## config.mk

```make
export PLATFORM = sky130hd
export DESIGN_NAME = control_fsm_flat
export DESIGN_NICKNAME = d
export VERILOG_FILES = /design/src/rtl/control_fsm_if.sv /design/src/rtl/control_fsm.sv /design/src/flat_wrapper.sv
export SDC_FILE = /design/constraint.sdc
export NUM_CORES = 1
export LEC_CHECK = 0
export ABC_AREA = 1
export BUFFER_PORTS_ARGS = -buffer_cell sky130_fd_sc_hd__buf_2
export CAP_MARGIN = 40
export CELL_PAD_IN_SITES_DETAIL_PLACEMENT = 0
export CELL_PAD_IN_SITES_GLOBAL_PLACEMENT = 1
export CORE_UTILIZATION = 31
export DETAILED_ROUTE_END_ITERATION = 16
export PLACE_DENSITY = 0.88
export SETUP_SLACK_MARGIN = 0.05
export SYNTH_ARGS = -nofsm -noshare
export SYNTH_HDL_FRONTEND = slang
export SYNTH_SLANG_ARGS = --single-unit
```

## constraint.sdc

```tcl
create_clock -name clk -period 2 [get_ports clk]
set_clock_uncertainty 0.2 [all_clocks]
set_input_delay 0.4 -clock clk [delete_from_list [all_inputs] [get_ports clk]]
set_output_delay 0.4 -clock clk [all_outputs]
set_load 0.02 [all_outputs]
```

## src/rtl/control_fsm_if.sv

```systemverilog
// control_fsm_if
// Bundles the control FSM's datapath-facing signals.
//   master : the control FSM (consumes ce/instr_in/carry, drives the control strobes)
//   slave  : the datapath / memory side (drives ce/instr_in/carry, consumes the strobes)
// Signals:
//   ce         clock enable
//   instr_in   memory read data, [7:6] opcode, [5:0] address field
//   carry      current carry flag
//   ir_addr    IR address field (PC ADR_IN and memory address mux)
//   sel_ADR    memory address select, 0 = PC, 1 = ir_addr
//   mem_en     memory access strobe
//   mem_we     memory write strobe
//   load_PC, enable_PC, clear_PC   program counter controls
//   load_RA    accumulator load
//   sel_UAL    ALU op, 0 = NOR, 1 = ADD
//   load_carry, init_carry         carry flag update / clear
//   state_dbg  current state encoding
interface control_fsm_if;
   logic       ce;
   logic [7:0] instr_in;
   logic       carry;
   logic [5:0] ir_addr;
   logic       sel_ADR;
   logic       mem_en;
   logic       mem_we;
   logic       load_PC;
   logic       enable_PC;
   logic       clear_PC;
   logic       load_RA;
   logic       sel_UAL;
   logic       load_carry;
   logic       init_carry;
   logic [2:0] state_dbg;

   modport master (
      input  ce, instr_in, carry,
      output ir_addr, sel_ADR, mem_en, mem_we, load_PC, enable_PC, clear_PC,
             load_RA, sel_UAL, load_carry, init_carry, state_dbg
   );

   modport slave (
      output ce, instr_in, carry,
      input  ir_addr, sel_ADR, mem_en, mem_we, load_PC, enable_PC, clear_PC,
             load_RA, sel_UAL, load_carry, init_carry, state_dbg
   );
endinterface

```

## src/rtl/control_fsm.sv

```systemverilog
// control_fsm
// Sequencer for a 4-instruction accumulator CPU (NOR, ADD, STA, JCC).
// Ports:
//   clk  system clock, all state changes on the rising edge
//   rst  synchronous active-high reset (state -> INIT, IR -> 0)
//   bus  control_fsm_if.master: ce, instr_in, carry in; control strobes,
//        ir_addr and state_dbg out
// Outputs are decoded from state, IR, carry (JUMP only), ce and rst; instr_in
// only ever reaches the next-state/IR logic, never an output.
module control_fsm (
   input  logic          clk,
   input  logic          rst,
   control_fsm_if.master bus
);

   typedef enum logic [2:0] {
      ST_INIT    = 3'd0,
      ST_FETCH   = 3'd1,
      ST_DECODE  = 3'd2,
      ST_OPERAND = 3'd3,
      ST_EXEC    = 3'd4,
      ST_STORE   = 3'd5,
      ST_JUMP    = 3'd6,
      ST_ILLEGAL = 3'd7
   } state_e;

   state_e     state_q, state_d;
   logic [7:0] ir_q, ir_d;

   logic sel_adr_s, mem_en_s, mem_we_s, load_pc_s, enable_pc_s, clear_pc_s;
   logic load_ra_s, sel_ual_s, load_carry_s, init_carry_s;
   logic strobe_ok_s;

   // State and instruction register, synchronous reset wins over ce
   always_ff @(posedge clk) begin
      if (rst) begin
         state_q <= ST_INIT;
         ir_q    <= 8'h00;
      end else begin
         state_q <= state_d;
         ir_q    <= ir_d;
      end
   end

   // Next-state and IR capture; everything holds while ce is low
   always_comb begin
      state_d = state_q;
      ir_d    = ir_q;
      if (bus.ce) begin
         case (state_q)
            ST_INIT:    state_d = ST_FETCH;
            ST_FETCH:   state_d = ST_DECODE;
            ST_DECODE: begin
               // Branch on the word being latched, not the old IR
               ir_d = bus.instr_in;
               case (bus.instr_in[7:6])
                  2'b00, 2'b01: state_d = ST_OPERAND;
                  2'b10:        state_d = ST_STORE;
                  2'b11:        state_d = ST_JUMP;
                  default:      state_d = ST_INIT;
               endcase
            end
            ST_OPERAND: state_d = ST_EXEC;
            ST_EXEC:    state_d = ST_FETCH;
            ST_STORE:   state_d = ST_FETCH;
            ST_JUMP:    state_d = ST_FETCH;
            ST_ILLEGAL: state_d = ST_INIT;
            default:    state_d = ST_INIT;
         endcase
      end else begin
         state_d = state_q;
         ir_d    = ir_q;
      end
   end

   // Per-state output decode, then strobe gating by ce and rst
   always_comb begin
      sel_adr_s    = 1'b0;
      mem_en_s     = 1'b0;
      mem_we_s     = 1'b0;
      load_pc_s    = 1'b0;
      enable_pc_s  = 1'b0;
      clear_pc_s   = 1'b0;
      load_ra_s    = 1'b0;
      sel_ual_s    = 1'b0;
      load_carry_s = 1'b0;
      init_carry_s = 1'b0;
      strobe_ok_s  = bus.ce & ~rst;
      case (state_q)
         ST_INIT: begin
            clear_pc_s   = 1'b1;
            enable_pc_s  = 1'b1;
            init_carry_s = 1'b1;
         end
         ST_FETCH: begin
            mem_en_s = 1'b1;
         end
         ST_DECODE: begin
            enable_pc_s = 1'b1;
         end
         ST_OPERAND: begin
            sel_adr_s = 1'b1;
            mem_en_s  = 1'b1;
         end
         ST_EXEC: begin
            // EXEC is only entered for ALU ops (IR[7]=0); IR[6] picks ADD
            load_ra_s    = ~ir_q[7];
            sel_ual_s    = ir_q[6];
            load_carry_s = ir_q[6];
         end
         ST_STORE: begin
            sel_adr_s = 1'b1;
            mem_en_s  = 1'b1;
            mem_we_s  = 1'b1;
         end
         ST_JUMP: begin
            // Jump taken on carry clear; a set carry is consumed instead
            load_pc_s    = ~bus.carry;
            init_carry_s = bus.carry;
         end
         ST_ILLEGAL: begin
            sel_adr_s = 1'b0;
         end
         default: begin
            sel_adr_s = 1'b0;
         end
      endcase
      if (rst) begin
         sel_adr_s = 1'b0;
         sel_ual_s = 1'b0;
      end else begin
         sel_adr_s = sel_adr_s;
         sel_ual_s = sel_ual_s;
      end
   end

   assign bus.sel_ADR    = sel_adr_s;
   assign bus.sel_UAL    = sel_ual_s;
   assign bus.mem_en     = mem_en_s     & strobe_ok_s;
   assign bus.mem_we     = mem_we_s     & strobe_ok_s;
   assign bus.load_PC    = load_pc_s    & strobe_ok_s;
   assign bus.enable_PC  = enable_pc_s  & strobe_ok_s;
   assign bus.clear_PC   = clear_pc_s   & strobe_ok_s;
   assign bus.load_RA    = load_ra_s    & strobe_ok_s;
   assign bus.load_carry = load_carry_s & strobe_ok_s;
   assign bus.init_carry = init_carry_s & strobe_ok_s;
   assign bus.state_dbg  = rst ? 3'd0 : state_q;
   assign bus.ir_addr    = rst ? 6'd0 : ir_q[5:0];

endmodule

```

## src/flat_wrapper.sv

```systemverilog
// flat-port wrapper written by rule: the top's interface ports become plain ports
module control_fsm_flat 
  (clk, rst, bus_ce, bus_instr_in, bus_carry, bus_ir_addr, bus_sel_ADR, bus_mem_en, bus_mem_we, bus_load_PC, bus_enable_PC, bus_clear_PC, bus_load_RA, bus_sel_UAL, bus_load_carry, bus_init_carry, bus_state_dbg);
  control_fsm_if bus_i ();
  input  logic clk;
  input  logic rst;
  input wire logic [$bits(bus_i.ce)-1:0] bus_ce;
  input wire logic [$bits(bus_i.instr_in)-1:0] bus_instr_in;
  input wire logic [$bits(bus_i.carry)-1:0] bus_carry;
  output wire logic [$bits(bus_i.ir_addr)-1:0] bus_ir_addr;
  output wire logic [$bits(bus_i.sel_ADR)-1:0] bus_sel_ADR;
  output wire logic [$bits(bus_i.mem_en)-1:0] bus_mem_en;
  output wire logic [$bits(bus_i.mem_we)-1:0] bus_mem_we;
  output wire logic [$bits(bus_i.load_PC)-1:0] bus_load_PC;
  output wire logic [$bits(bus_i.enable_PC)-1:0] bus_enable_PC;
  output wire logic [$bits(bus_i.clear_PC)-1:0] bus_clear_PC;
  output wire logic [$bits(bus_i.load_RA)-1:0] bus_load_RA;
  output wire logic [$bits(bus_i.sel_UAL)-1:0] bus_sel_UAL;
  output wire logic [$bits(bus_i.load_carry)-1:0] bus_load_carry;
  output wire logic [$bits(bus_i.init_carry)-1:0] bus_init_carry;
  output wire logic [$bits(bus_i.state_dbg)-1:0] bus_state_dbg;
  assign bus_i.ce = bus_ce;
  assign bus_i.instr_in = bus_instr_in;
  assign bus_i.carry = bus_carry;
  assign bus_ir_addr = bus_i.ir_addr;
  assign bus_sel_ADR = bus_i.sel_ADR;
  assign bus_mem_en = bus_i.mem_en;
  assign bus_mem_we = bus_i.mem_we;
  assign bus_load_PC = bus_i.load_PC;
  assign bus_enable_PC = bus_i.enable_PC;
  assign bus_clear_PC = bus_i.clear_PC;
  assign bus_load_RA = bus_i.load_RA;
  assign bus_sel_UAL = bus_i.sel_UAL;
  assign bus_load_carry = bus_i.load_carry;
  assign bus_init_carry = bus_i.init_carry;
  assign bus_state_dbg = bus_i.state_dbg;
  control_fsm u_core (.clk(clk), .rst(rst), .bus(bus_i));
endmodule
```

==> reports/metrics.csv, run 1 <==
stage,metric,value,unit
status,status,finished with violations,
status,failed_checks,DRC,
global_route,grtUsageMet2,0.2493,
worst_hold_path,hold_class,primary input to register,
global_route,grt_max_degree,14,
worst_setup_path,crit_chain,nand3_1 -> a21oi_1 -> buf_2,
global_route,use_met3,0.02264,
floorplan,die_x,47.64,µm
final_layout,stdcell_area,860.8,µm²
final_layout,area_delta_synth_final,33.33,%
cts,tritoncts.num_buffers,3,
cts,root_buffer,clkbuf_4,
placement,hpwl,1.167,mm
timing,finalMaxSlewViolations,0,
power_and_ir_drop,power.density,623.4,nW/µm²
timing,setup_viol,0,
global_route,first_global_vias,556,
final_layout,drive_above_1_share,0.3456,
cts,clk_latency,0.26,ns
synth,syn_area,645.6,µm²
timing,slew_headroom,0.8079,
floorplan,io_pins,31,
worst_setup_path,critPathLaunchType,register,
route,drcViolationCount,1,
floorplan,die-area,2269,µm²
timing,max_freq,538.5,MHz
worst_setup_path,cp_slowest_stage_delay,0.46,ns
floorplan,fp.coreArea,1962,µm²
timing,fin_setup_tns,0,ns
global_route,grt-ovfl-total,0,
global_route,antenna_found_initial,0,
cts,htreeDepth,1,
power_and_ir_drop,p_leak,0.4770,nW
worst_setup_path,crit_type,register to output port,
route,wl_per_cell,9.301,µm
final_layout,final_cell_mix,"nor2_1 (42), buf_2 (29), inv_1 (11)",
cts,cts_tree,built,
worst_setup_path,critical_path.startpoint,u_core.state_q[0],
global_route,gr-usage-met1,0.1731,
cts,clock-sinks,11,
synth,yosys_warnings,0,
worst_setup_path,rrSetupSlack,0.66,ns
power_and_ir_drop,total_power,0.0005366,W
route,drt.antenna.violating_nets,0,
worst_setup_path,cp_max_fo,6,
cts,clk_pin_slew_worst_paths,0.07,ns
worst_setup_path,r2r-start,u_core.state_q[0],
worst_setup_path,path_delay_family,flip-flops,
final_layout,final_common_cell,nor2_1,
worst_setup_path,arrival,1.26,ns
synth,ys_types,17,
synth,syn_inst,103,
route,vias,716,
cts,cts_max_path_buffers,2,
final_layout,layout.cells.non_filler,163,
cts,cts-hold-fix-buffers,0,
placement,place_area,819.5,µm²
timing,period_minus_slack,1.857,ns
worst_setup_path,crit_required,1.40,ns
timing,tightest_slew,0.2874,ns
floorplan,die_y,47.64,µm
final_layout,antenna_cells,0,
synth,syn-num-nets,115,
worst_setup_path,end_kind,output port,
worst_setup_path,path_buf_inv,1,
timing,rsz0062_at_grt,no,
route,first_iter_violations,9,
run,drv_cap,0,
placement,portBuffers,30,
worst_setup_path,cp.depth,3,
timing,fin_crit_sh,0.9285,
global_route,grt-busiest-layer,met2,
floorplan,rows,16,
global_route,grt_pass1_wl,2.263,mm
timing,hold_viol,0,
worst_setup_path,reg2reg_depth,4,
synth,synth_seq_area_share,0.3411,
placement,place_congestion,0.8145,
final_layout,fin_nets,149,
worst_setup_path,r2r_end,u_core.ir_q[0],
final_layout,final_util,0.4388,
floorplan,start_util,0.3291,
worst_setup_path,worst_path_max_delay_cell,dfxtp_1,
global_route,grtUsageTotal,0.1435,
worst_setup_path,endpoint,bus_sel_ADR,
route,wirelength,1.516,mm
synth,yosys_register_bits,11,
placement,placed_cells,158,
route,first_pass_iters,10,
power_and_ir_drop,worst_ir_drop_vdd,0.0003655,V
route,viasPerCell,4.393,
synth,syn_area_per_cell,6.268,µm²
## state kept, by name, summed over array words and instances (netlist names)
register and cells:
u_core.state_q 3, u_core.ir_q 8
## worst min path at each step
stage,start,endpoint,cells after the start
global route,bus_instr_in[1],u_core.ir_q[1],3
floorplan,u_core.ir_q[7],u_core.ir_q[7],4
detailed placement,u_core.ir_q[7],u_core.ir_q[7],4
finish,bus_instr_in[4],u_core.ir_q[4],3
global placement,u_core.ir_q[7],u_core.ir_q[7],4
CTS,bus_instr_in[4],u_core.ir_q[4],3
## report_power, final
| group | total, W | switching [W] | internal, W |
|---|---|---|---|
| clock | 0.000151 | 0.0000742 | 0.0000771 |
| sequential | 0.000250 | 0.0000144 | 0.000236 |
| combinational | 0.000135 | 0.0000877 | 0.0000472 |
| total | 0.000537 | 0.000176 | 0.000360 |
## tightest hold or removal path: stages
cell    delay [ns]
buf_2         0.08
nor2_1        0.03
nor2_1        0.08
## stage by stage
step / worst slack (ns) / hold WS, ns
2_1_floorplan: 0.2221 / 0.2895
3_3_place_gp: 0.2112 / 0.3105
3_5_place_dp: 0.1710 / 0.3097
4_1_cts: 0.07958 / 0.1496
5_1_grt: 0.05037 / 0.1601
6_report: 0.1431 / 0.1591
## synth_stat cells
| cell | number | area share |
|---|---|---|
| nor2_1 | 42 | 0.24 |
| nor2_8 | 1 | 0.031 |
| inv_1 | 11 | 0.064 |
| nand4_2 | 1 | 0.019 |
| nand2_1 | 9 | 0.052 |
| nand4_1 | 1 | 0.0097 |
| inv_2 | 5 | 0.029 |
| buf_2 | 2 | 0.016 |
| o211ai_1 | 1 | 0.012 |
| nand2_4 | 1 | 0.017 |
| nor2_4 | 2 | 0.035 |
| buf_4 | 1 | 0.012 |
| dfxtp_1 | 11 | 0.34 |
| nor3_1 | 4 | 0.031 |
| a21oi_1 | 4 | 0.031 |
| a31oi_1 | 1 | 0.0097 |
| nand3_1 | 6 | 0.047 |
## layout make-up
cell class | instances | area [µm²]
fillers | 232 | 1101
inverters | 16 | 62.56
flip-flops and latches | 11 | 222.7
well taps | 27 | 33.78
clock buffers | 4 | 26.28
repair buffers | 32 | 167.7
multi-input cells | 73 | 347.8
## what timing repair did
action | CTS | global route
hold endpoints to repair | 0 | 0
endpoints found under the setup margin | 0 | 6
resized for setup | 0 | 4
buffers inserted | 0 | 1
## metal layers
layer | routed length, µm | part of all wire
met1 | 745 | 0.49
met2 | 682 | 0.45
met3 | 84 | 0.055
met4 | 4 | 0.0026
met5 | 0 | 0
## cells by family (layout without fill, tap and decap cells)
family | after synthesis | count (layout) | share of synthesized area
and+or+nand+nor | 67 | 67 | 0.4864
DFF | 11 | 11 | 0.3411
buffers and inverters | 19 | 52 | 0.1202
AOI/OAI and AO/OA | 6 | 6 | 0.05234
Note: power is estimated with default switching activity, not from simulation.
==> inputs of run 2 (changes only) <==
--- a/config.mk
+++ b/config.mk
@@ -13,6 +13,7 @@
 export CORE_UTILIZATION = 31
 export DETAILED_ROUTE_END_ITERATION = 16
 export PLACE_DENSITY = 0.88
+export RECOVER_POWER = 50
 export SETUP_SLACK_MARGIN = 0.05
 export SYNTH_ARGS = -nofsm -noshare
 export SYNTH_HDL_FRONTEND = slang
==> run 2 against run 1 <==
Effect of this change:
- cell count is the same
- wire length is 0.26% higher
- die area stayed put
- core utilization down 0.57 points
- critical endpoint unchanged
- the run still ends with DRC left
- global-route usage stayed put
- largest power group unchanged
- combinational power barely moved
- first-iteration DRC count did not move
- total power is 0.53% lower
==> reports/metrics.csv, run 2 (synthesized netlist as in run 1, its figures left out) <==
stage,metric,value,unit
status,status,finished with violations,
status,failed_checks,DRC,
worst_setup_path,end_kind,output port,
cts,clk_pin_slew_worst_paths,0.07,ns
route,wirelength,1.520,mm
worst_setup_path,r2r_end,u_core.ir_q[0],
cts,clk_latency,0.26,ns
global_route,antenna_found_initial,0,
timing,fin_ws,0.1429,ns
timing,period_minus_slack,1.857,ns
worst_setup_path,arrival,1.26,ns
route,first_pass_iters,10,
worst_hold_path,hp-start,bus_instr_in[4],
cts,cts_max_path_buffers,2,
final_layout,final_cell_mix,"nor2_1 (42), buf_2 (25), inv_1 (11)",
worst_setup_path,critPathLaunchType,register,
worst_setup_path,rrSetupSlack,0.50,ns
run,drv_cap,0,
timing,finalMaxSlewViolations,0,
final_layout,fillers,238,
final_layout,regMostFlops,u_core.ir_q,
timing,holdWs,0.1590,ns
final_layout,fin_nets,149,
cts,htreeDepth,1,
worst_setup_path,crit_required,1.40,ns
placement,hpwl,1.167,mm
worst_setup_path,r2r-start,u_core.state_q[0],
final_layout,drive_above_1_share,0.3088,
worst_hold_path,min_to,u_core.ir_q[4],
placement,portBuffers,30,
final_layout,largestRegisters,"u_core.ir_q x8, u_core.state_q x3",
global_route,grt_pass1_wl,2.263,mm
floorplan,io_pins,31,
route,viasPerCell,4.399,
final_layout,final_common_cell,nor2_1,
timing,fin_crit_sh,0.9286,
worst_hold_path,hold_class,primary input to register,
placement,place_ws,0.1710,ns
floorplan,die_y,47.64,µm
global_route,grtUsageTotal,0.1435,
cts,cts_tree,built,
worst_hold_path,worstHoldPathCells,3,
power_and_ir_drop,p_leak,0.4494,nW
route,drt.antenna.violating_nets,0,
global_route,grt-ovfl-total,0,
floorplan,start_util,0.3291,
cts,root_buffer,clkbuf_4,
global_route,grt_max_degree,14,
final_layout,antenna_cells,0,
final_layout,area_delta_synth_final,31.59,%
floorplan,die_x,47.64,µm
route,drcViolationCount,1,
power_and_ir_drop,total_power,0.0005338,W
route,vias,717,
power_and_ir_drop,power.density,628.3,nW/µm²
worst_setup_path,cp_max_fo,6,
floorplan,fp.coreArea,1962,µm²
timing,slew_headroom,0.7053,
route,first_iter_violations,9,
global_route,first_global_vias,556,
timing,fin_setup_tns,0,ns
timing,max_freq,538.5,MHz
placement,place_congestion,0.8145,
timing,setup_viol,0,
cts,cts-hold-fix-buffers,0,
timing,rsz0062_at_grt,no,
floorplan,rows,16,
floorplan,die-area,2269,µm²
cts,clock-sinks,11,
worst_setup_path,reg2reg_depth,4,
final_layout,largest_reg_flops,8,
power_and_ir_drop,worst_ir_drop_vdd,0.0003647,V
cts,tritoncts.num_buffers,3,
worst_setup_path,crit_type,register to output port,
route,wl_per_cell,9.325,µm
timing,tightest_slew,0.4407,ns
timing,hold_viol,0,
-- run 2: changes by cell type in the layout (fill, tap and decap cells not counted) --
cell,before,now
buf_2,29,25
clkbuf_1,1,5
nand4_1,1,2
nand4_2,1,0
-- run 2: worst max-delay path, cell delays in order, from the launching register on --
cell and delay, ns:
dfxtp_1 0.46, nand3_1 0.17, a21oi_1 0.18, buf_2 0.18
-- run 2: through the flow --
| step | area, µm² | util | cells |
|---|---|---|---|
| 6_report | 849.6 | 0.4330 | 163 |
| 5_1_grt | 849.6 | 0.4330 | 163 |
| 4_1_cts | 845.8 | 0.4311 | 162 |
| 3_5_place_dp | 819.5 | 0.4177 | 158 |
| 3_3_place_gp | 819.5 | 0.4177 | 158 |
| 2_1_floorplan | 645.6 | - | 103 |
-- run 2: repair_timing --
item / in CTS / in global routing
endpoints found under the setup margin: 0 / 6
buffers inserted: 0 / 1
gates resized for setup: 0 / 4
endpoints found under the hold margin: 0 / 0
-- run 2: layout make-up --
type | instances | area [µm²] | area share
clock buffer | 4 | 26.28 | 0.03093
multi-input combinational | 73 | 341.6 | 0.4021
tap | 27 | 33.78 | 0.03976
sequential | 11 | 222.7 | 0.2622
inverter | 16 | 62.56 | 0.07364
timing repair buffer | 32 | 162.7 | 0.1915
-- run 2: where the power goes --
part           switching (W)  internal [W]  total, W
Clock              0.0000734     0.0000771  0.000150
Combinational      0.0000872     0.0000460  0.000133
Sequential         0.0000141      0.000236  0.000250
-- run 2: worst max path at each step --
stage	from	endpoint	slack (ns)
after floorplan	bus_ce	bus_load_RA	0.22
after global placement	bus_ce	bus_load_RA	0.21
after detailed placement	bus_ce	bus_load_carry	0.17
after CTS	u_core.state_q[2]	bus_mem_en	0.08
after global routing	u_core.state_q[0]	bus_mem_en	0.05
final	u_core.state_q[0]	bus_sel_ADR	0.14
-- run 2: routing by layer --
metal | GRT usage | up-vias | share of wire
li1 | - | 381 | -
met1 | 0.1731 | 309 | 0.49
met2 | 0.2493 | 25 | 0.45
met3 | 0.02264 | 2 | 0.059
met4 | 0.06667 | 0 | 0.0026
met5 | 0 | - | 0
